===== config.mk =====
export PLATFORM = sky130hd
export DESIGN_NAME = uart_rx_os
export DESIGN_NICKNAME = d
export VERILOG_FILES = /design/src/rtl/uart_pkg.sv /design/src/rtl/uart_rx_sampler.sv /design/src/rtl/uart_rx_os.sv
export SDC_FILE = /design/constraint.sdc
export NUM_CORES = 1
export LEC_CHECK = 0
export BUFFER_PORTS_ARGS = -buffer_cell sky130_fd_sc_hd__buf_2
export CORE_MARGIN = 2
export CORE_UTILIZATION = 50
export CTS_BUF_LIST = sky130_fd_sc_hd__clkbuf_8
export DETAILED_ROUTE_END_ITERATION = 8
export PLACE_DENSITY = 0.69
export RECOVER_POWER = 25
export SKIP_CTS_REPAIR_TIMING = 1
export SYNTH_ARGS = -nofsm -noshare
export SYNTH_HDL_FRONTEND = slang
export SYNTH_SLANG_ARGS = --single-unit
export TNS_END_PERCENT = 1

===== constraint.sdc =====
create_clock -name CLK -period 2.5 [get_ports CLK]
set_input_delay 0.375 -clock CLK [delete_from_list [all_inputs] [get_ports CLK]]
set_output_delay 0.375 -clock CLK [all_outputs]
set_load 0.005 [all_outputs]

===== src/rtl/uart_pkg.sv =====
// -----------------------------------------------------------------------------
// uart_pkg
// Shared definitions for the oversampling UART receiver slice:
//   - rx_state_t      : receiver FSM state encodings
//   - OVERSAMPLE_DEF  : default UART_CE ticks per bit
//   - DATA_BITS_DEF   : default payload bits per frame
//   - PAR_EVEN/PAR_ODD: parity sense selectors
//   - maj3()          : three-input majority vote used by the bit sampler
// -----------------------------------------------------------------------------
package uart_pkg;

    typedef enum logic [2:0] {
        ST_IDLE       = 3'd0,
        ST_START      = 3'd1,
        ST_DATA       = 3'd2,
        ST_PARITY     = 3'd3,
        ST_STOP       = 3'd4,
        ST_BREAK_WAIT = 3'd5
    } rx_state_t;

    localparam int OVERSAMPLE_DEF = 16;
    localparam int DATA_BITS_DEF  = 8;

    localparam logic PAR_EVEN = 1'b0;
    localparam logic PAR_ODD  = 1'b1;

    // Majority of three samples: any two agreeing ones decide a 1.
    function automatic logic maj3(input logic a, input logic b, input logic c);
        return (a & b) | (a & c) | (b & c);
    endfunction

endpackage


===== src/rtl/uart_rx_sampler.sv =====
// -----------------------------------------------------------------------------
// uart_rx_sampler
// Synchronises the asynchronous RXD line and produces the majority-voted bit
// value from three samples centred in the bit period.
// Ports:
//   CLK       in   system clock (rising edge)
//   RST       in   asynchronous active-high reset
//   UART_CE   in   oversampling clock-enable tick
//   RXD       in   raw serial line
//   i_cnt     in   tick position inside the current bit (0..OVERSAMPLE-1)
//   o_rxs     out  synchronised line value
//   o_bit_val out  majority of the samples at centre-1, centre and centre+1;
//                  only meaningful on the CE tick where i_cnt = centre+1
// -----------------------------------------------------------------------------
module uart_rx_sampler
    import uart_pkg::*;
#(
    parameter int OVERSAMPLE = OVERSAMPLE_DEF,
    parameter int CNT_WDT    = 4
) (
    input  logic               CLK,
    input  logic               RST,
    input  logic               UART_CE,
    input  logic               RXD,
    input  logic [CNT_WDT-1:0] i_cnt,
    output logic               o_rxs,
    output logic               o_bit_val
);

    localparam logic [CNT_WDT-1:0] C_SAMP_A = CNT_WDT'(OVERSAMPLE / 2 - 1);
    localparam logic [CNT_WDT-1:0] C_SAMP_B = CNT_WDT'(OVERSAMPLE / 2);

    logic r_sync1;
    logic r_sync2;
    logic r_samp_a;
    logic r_samp_b;

    // Two-flop synchroniser (idle-high reset) and capture of the first two votes.
    always_ff @(posedge CLK or posedge RST) begin
        if (RST) begin
            r_sync1  <= 1'b1;
            r_sync2  <= 1'b1;
            r_samp_a <= 1'b1;
            r_samp_b <= 1'b1;
        end else begin
            r_sync1 <= RXD;
            r_sync2 <= r_sync1;
            if (UART_CE) begin
                if (i_cnt == C_SAMP_A) begin
                    r_samp_a <= r_sync2;
                end
                if (i_cnt == C_SAMP_B) begin
                    r_samp_b <= r_sync2;
                end
            end
        end
    end

    // The third sample is the live synchronised value on the deciding tick.
    assign o_rxs     = r_sync2;
    assign o_bit_val = maj3(r_samp_a, r_samp_b, r_sync2);

endmodule


===== src/rtl/uart_rx_os.sv =====
// -----------------------------------------------------------------------------
// uart_rx_os
// Oversampling UART receiver. Detects and validates the start bit, collects
// DATA_BITS payload bits LSB first, optionally checks one parity bit, and
// checks a single stop bit. Each frame is presented with a one-cycle VALID.
// Ports:
//   CLK        in   system clock (rising edge)
//   RST        in   asynchronous active-high reset
//   UART_CE    in   tick at OVERSAMPLE x baud
//   RXD        in   asynchronous serial line, idles high
//   DATA       out  last received payload, held until the next VALID
//   VALID      out  one-CLK pulse per completed frame
//   FRAME_ERR  out  stop-bit vote of the last frame was 0
//   PARITY_ERR out  parity check of the last frame failed
//   BUSY       out  receiver is not idle
// -----------------------------------------------------------------------------
module uart_rx_os
    import uart_pkg::*;
#(
    parameter int DATA_BITS  = DATA_BITS_DEF,
    parameter int OVERSAMPLE = OVERSAMPLE_DEF,
    parameter int CNT_WDT    = 4,
    parameter int PARITY_EN  = 0,
    parameter int PARITY_ODD = 0
) (
    input  logic                 CLK,
    input  logic                 RST,
    input  logic                 UART_CE,
    input  logic                 RXD,
    output logic [DATA_BITS-1:0] DATA,
    output logic                 VALID,
    output logic                 FRAME_ERR,
    output logic                 PARITY_ERR,
    output logic                 BUSY
);

    localparam int IDX_W = 4;

    localparam logic [CNT_WDT-1:0] C_VOTE     = CNT_WDT'(OVERSAMPLE / 2 + 1);
    localparam logic [CNT_WDT-1:0] C_LAST     = CNT_WDT'(OVERSAMPLE - 1);
    localparam logic [IDX_W-1:0]   C_LAST_BIT = IDX_W'(DATA_BITS - 1);
    localparam logic               C_PAR_ODD  = (PARITY_ODD != 0);
    localparam logic               C_PAR_EN   = (PARITY_EN != 0);

    rx_state_t            r_state;
    logic [CNT_WDT-1:0]   r_cnt;
    logic [IDX_W-1:0]     r_idx;
    logic [DATA_BITS-1:0] r_shift;
    logic                 r_par_err;
    logic [DATA_BITS-1:0] r_data;
    logic                 r_valid;
    logic                 r_frame_err;
    logic                 r_parity_err;
    logic                 r_busy;

    logic w_rxs;
    logic w_bit_val;

    uart_rx_sampler #(
        .OVERSAMPLE (OVERSAMPLE),
        .CNT_WDT    (CNT_WDT)
    ) u_sampler (
        .CLK       (CLK),
        .RST       (RST),
        .UART_CE   (UART_CE),
        .RXD       (RXD),
        .i_cnt     (r_cnt),
        .o_rxs     (w_rxs),
        .o_bit_val (w_bit_val)
    );

    // Receiver FSM, tick counter, shift register and registered outputs.
    always_ff @(posedge CLK or posedge RST) begin
        if (RST) begin
            r_state      <= ST_IDLE;
            r_cnt        <= '0;
            r_idx        <= '0;
            r_shift      <= '0;
            r_par_err    <= 1'b0;
            r_data       <= '0;
            r_valid      <= 1'b0;
            r_frame_err  <= 1'b0;
            r_parity_err <= 1'b0;
            r_busy       <= 1'b0;
        end else begin
            // VALID is a single-CLK strobe, independent of CE.
            r_valid <= 1'b0;
            if (UART_CE) begin
                case (r_state)
                    ST_IDLE: begin
                        // The detecting tick is tick 0 of the start bit.
                        if (!w_rxs) begin
                            r_state <= ST_START;
                            r_cnt   <= CNT_WDT'(1);
                            r_busy  <= 1'b1;
                        end
                    end

                    ST_START: begin
                        if ((r_cnt == C_VOTE) && w_bit_val) begin
                            // Glitch, not a start bit: drop back silently.
                            r_state <= ST_IDLE;
                            r_cnt   <= '0;
                            r_busy  <= 1'b0;
                        end else if (r_cnt == C_LAST) begin
                            r_state <= ST_DATA;
                            r_cnt   <= '0;
                            r_idx   <= '0;
                        end else begin
                            r_cnt <= r_cnt + CNT_WDT'(1);
                        end
                    end

                    ST_DATA: begin
                        if (r_cnt == C_VOTE) begin
                            // LSB arrives first and walks down to bit 0.
                            r_shift <= {w_bit_val, r_shift[DATA_BITS-1:1]};
                        end
                        if (r_cnt == C_LAST) begin
                            r_cnt <= '0;
                            if (r_idx == C_LAST_BIT) begin
                                r_state <= C_PAR_EN ? ST_PARITY : ST_STOP;
                            end else begin
                                r_idx <= r_idx + IDX_W'(1);
                            end
                        end else begin
                            r_cnt <= r_cnt + CNT_WDT'(1);
                        end
                    end

                    ST_PARITY: begin
                        if (r_cnt == C_VOTE) begin
                            r_par_err <= w_bit_val ^ (^r_shift) ^ C_PAR_ODD;
                        end
                        if (r_cnt == C_LAST) begin
                            r_state <= ST_STOP;
                            r_cnt   <= '0;
                        end else begin
                            r_cnt <= r_cnt + CNT_WDT'(1);
                        end
                    end

                    ST_STOP: begin
                        if (r_cnt == C_VOTE) begin
                            // Deliver at the vote; the rest of the stop bit is
                            // not waited out so back-to-back frames are caught.
                            r_data       <= r_shift;
                            r_frame_err  <= ~w_bit_val;
                            r_parity_err <= C_PAR_EN & r_par_err;
                            r_valid      <= 1'b1;
                            r_cnt        <= '0;
                            if (w_bit_val) begin
                                r_state <= ST_IDLE;
                                r_busy  <= 1'b0;
                            end else begin
                                r_state <= ST_BREAK_WAIT;
                            end
                        end else begin
                            r_cnt <= r_cnt + CNT_WDT'(1);
                        end
                    end

                    ST_BREAK_WAIT: begin
                        // A held-low line must return high before re-arming.
                        if (w_rxs) begin
                            r_state <= ST_IDLE;
                            r_busy  <= 1'b0;
                        end
                    end

                    default: begin
                        r_state <= ST_IDLE;
                        r_cnt   <= '0;
                        r_busy  <= 1'b0;
                    end
                endcase
            end
        end
    end

    assign DATA       = r_data;
    assign VALID      = r_valid;
    assign FRAME_ERR  = r_frame_err;
    assign PARITY_ERR = r_parity_err;
    assign BUSY       = r_busy;

endmodule


==> results.txt <==
Vias in the first global route = 1,218
Clock sinks = 34
Comb power frac = 0.263
Final setup fails = 0
Yosys top cell by area = dfrtp_1
Number of routed nets with antenna violations = 0
Chip height = 62.85 um
Crit start category = register
Worst R2R Setup Slack = 0.47 ns
H-tree Lvls = 2
DRC = 0
CTS Buf Count = 5
Die Area = 3950 um2
Int Pwr = 1053 uW
Final Wtd Congestion = 0.8207
Synth area leaders = dfrtp_1 (43%), mux2_2 (12%), dfstp_2 (6.1%), ha_1 (2.9%), buf_4 (2.2%)
Synth Cell Area = 1732 um2
Tcrit/Tclk final = 0.8106
P_sw = 534.0 uW
DRT Wirelength = 3.149 mm
Avg Inst Size Synth = 11.39 um2
Post-synth top area share = 0.4335
Core Area = 3337 um2
Vias = 1,244
Endpoint class of the critical path = register
Row count = 21
Fin Setup TNS = 0 ns
Pin count of the biggest net entering global routing = 20
Least-Margin Pin Slew = 0.7101 ns
Worst reg-to-reg path cell count = 5
DRT Pass-1 Iters = 5
Nets@finish = 177
Filler Cells Inserted = 294
Peak VDD IR = 0.4988 mV
Predominant post-synthesis flop cell = dfrtp_1
Worst r2r dst = r_state[0]
Post-DP HPWL = 2.211 mm
Overall Global Routing Usage = 0.1842
Highest-count cells in the layout ignoring fill and taps = dfrtp_1 (30), mux2_2 (19), buf_2 (14), nand2_1 (9), inv_1 (8)
Crit path max-delay cell type = dfrtp_1
TritonCTS clock tree = built
Crit Path Class = register to register
RR Startpoint = r_cnt[0]
CP Launch Point = r_cnt[0]
Final Skew = 0.006658 ns
Post-synth cell types = 45
Max transition margin = 0.5261
Layout cells sized above 1 = 0.3294
Port bufs = 14
Share of total power in sequential cells = 0.473
Initial core utilization = 0.5189
Final hold vios = 0
Deepest clock path buffer count = 2
Register area share after synthesis = 0.4942
Worst Path Required = 2.67 ns
Final min period = 2.026 ns
Worst Path Arrival = 2.20 ns
Async set-reset flop share out of synthesis = 1.000
Clock share of power = 0.264
Pre-CTS setup slack = 0.5386 ns
Switching fraction of total power = 0.3365
Total congestion overflow = 0
Crit path max fanout = 7
Status = completed
Final slew viol count = 0
Post-synth EDFFs = 0
Power per cell area = 826.3 nW/um2
Clock-pin transition on the worst setup and hold timing paths = 0.07 ns
First-pass GRT wire length = 5.692 mm
Hold Path Class = primary input to asynchronous set/reset pin
WL per Instance = 14.58 um
Commonest non-fill, non-tap cell in the layout = dfrtp_1
Worst-path cell chain = ha_1 > and3b_1 > o221ai_2 > nor3b_1 > mux2_2
Number of max-cap violations = 0
Clk Latency, worst-skew pair = 0.28 ns
Post-Syn Instances = 152
Static leakage = 0.0009145 uW
Die width = 62.85 um
Ports = 16
Setup ws final = 0.4735 ns
Number of synthesis warnings = 0
Diodes inserted = 0
CP endpoint = r_state[0]
Worst path max stage delay = 0.50 ns
RSZ-0062 raised after global routing = false
DRT iter0 DRCs = 74
Initial antenna violation count = 0
Fmax = 493.5 MHz
Syn nets = 160
Root Driver = clkbuf_8
Register bit total from synthesis = 34
Synth-to-layout area growth = 10.91%
Vias/cell = 5.759
-- worst min-delay path by stage --
stage / depth (start not counted) / endpoint / slack, ns
3_3_place_gp: 0 / u_sampler.o_rxs / 0.35
5_1_grt: 1 / u_sampler.r_sync1 / 0.18
6_report: 2 / r_cnt[3] / 0.19
4_1_cts: 1 / u_sampler.r_sync1 / 0.18
2_1_floorplan: 0 / u_sampler.o_rxs / 0.35
3_5_place_dp: 0 / u_sampler.o_rxs / 0.35
-- power groups by stage --
stage | combinational [uW] | sequential (uW) | clock [uW]
2_1_floorplan | 385 | 701 | 0
3_3_place_gp | 404 | 747 | 0
3_5_place_dp | 413 | 756 | 0
4_1_cts | 417 | 746 | 435
5_1_grt | 471 | 767 | 463
6_report | 417 | 750 | 420
-- worst max-delay path, delay by kind of cell (launching register included) --
kind            cells  cell delay [ns]
compound gates      1             0.16
fa+ha+maj           1             0.22
flops               1             0.50
mux                 1             0.38
simple gates        2             0.66
-- cells by family after synthesis --
family	after synthesis	share of synthesized area
buf+inv	14	0.04552
mux	20	0.1293
compound gates	35	0.1380
fa+ha+maj	5	0.03468
other cells	1	0.002166
flops	34	0.4942
simple gates	43	0.1561
-- metrics by stage --
stage / power [uW] / utilization / instance area (um2) / cells / hold WS (ns)
2_1_floorplan: 1086 / - / 1732 / 152 / 0.3452
3_3_place_gp: 1151 / 0.5471 / 1826 / 208 / 0.3465
3_5_place_dp: 1169 / 0.5471 / 1826 / 208 / 0.3539
4_1_cts: 1597 / 0.5756 / 1921 / 216 / 0.1804
5_1_grt: 1702 / 0.5756 / 1921 / 216 / 0.1787
6_report: 1587 / 0.5756 / 1921 / 216 / 0.1898
-- cell type report --
| type | count | area (um2) | area share |
|---|---|---|---|
| clock buffers | 6 | 82.58 | 0.04300 |
| clock inverters | 2 | 12.51 | 0.006515 |
| inverters | 8 | 30.03 | 0.01564 |
| multi-input cells | 104 | 797.0 | 0.4150 |
| flip-flops and latches | 34 | 855.8 | 0.4456 |
| well taps | 46 | 57.56 | 0.02997 |
| repair buffers | 16 | 85.08 | 0.04430 |
-- Yosys cell counts, drive strengths merged (2+ instances only) --
cell type,number
mux2,19
nor3,2
dfstp,4
and3b,2
nand4b,3
inv,8
nand2,9
a31oi,4
o21a,2
a21oi,7
o21ai,9
nor3b,3
and3,4
nor2,6
o211ai,2
ha,4
buf,6
a22o,3
a21boi,2
nand3b,3
dfrtp,30
nand3,4
-- sequential cells by signal, summed over array words and instances, names as in the netlist --
name and cells:
BUSY 1, DATA 8, FRAME_ERR 1, VALID 1, r_cnt 4, r_idx 4
r_shift 8, r_state 3, u_sampler.o_rxs 1, u_sampler.r_samp_a 1, u_sampler.r_samp_b 1, u_sampler.r_sync1 1
-- layer usage --
layer / track usage / part of all wire / wire [um] / vias up
met5: 0 / 0 / 0 / -
met1: 0.2470 / 0.47 / 1474 / 617
met3: 0.03784 / 0.044 / 137 / 5
met2: 0.2863 / 0.47 / 1478 / 32
li1: - / - / - / 590
met4: 0.08889 / 0.018 / 58 / 0
Power figures use the tool's default switching activity.
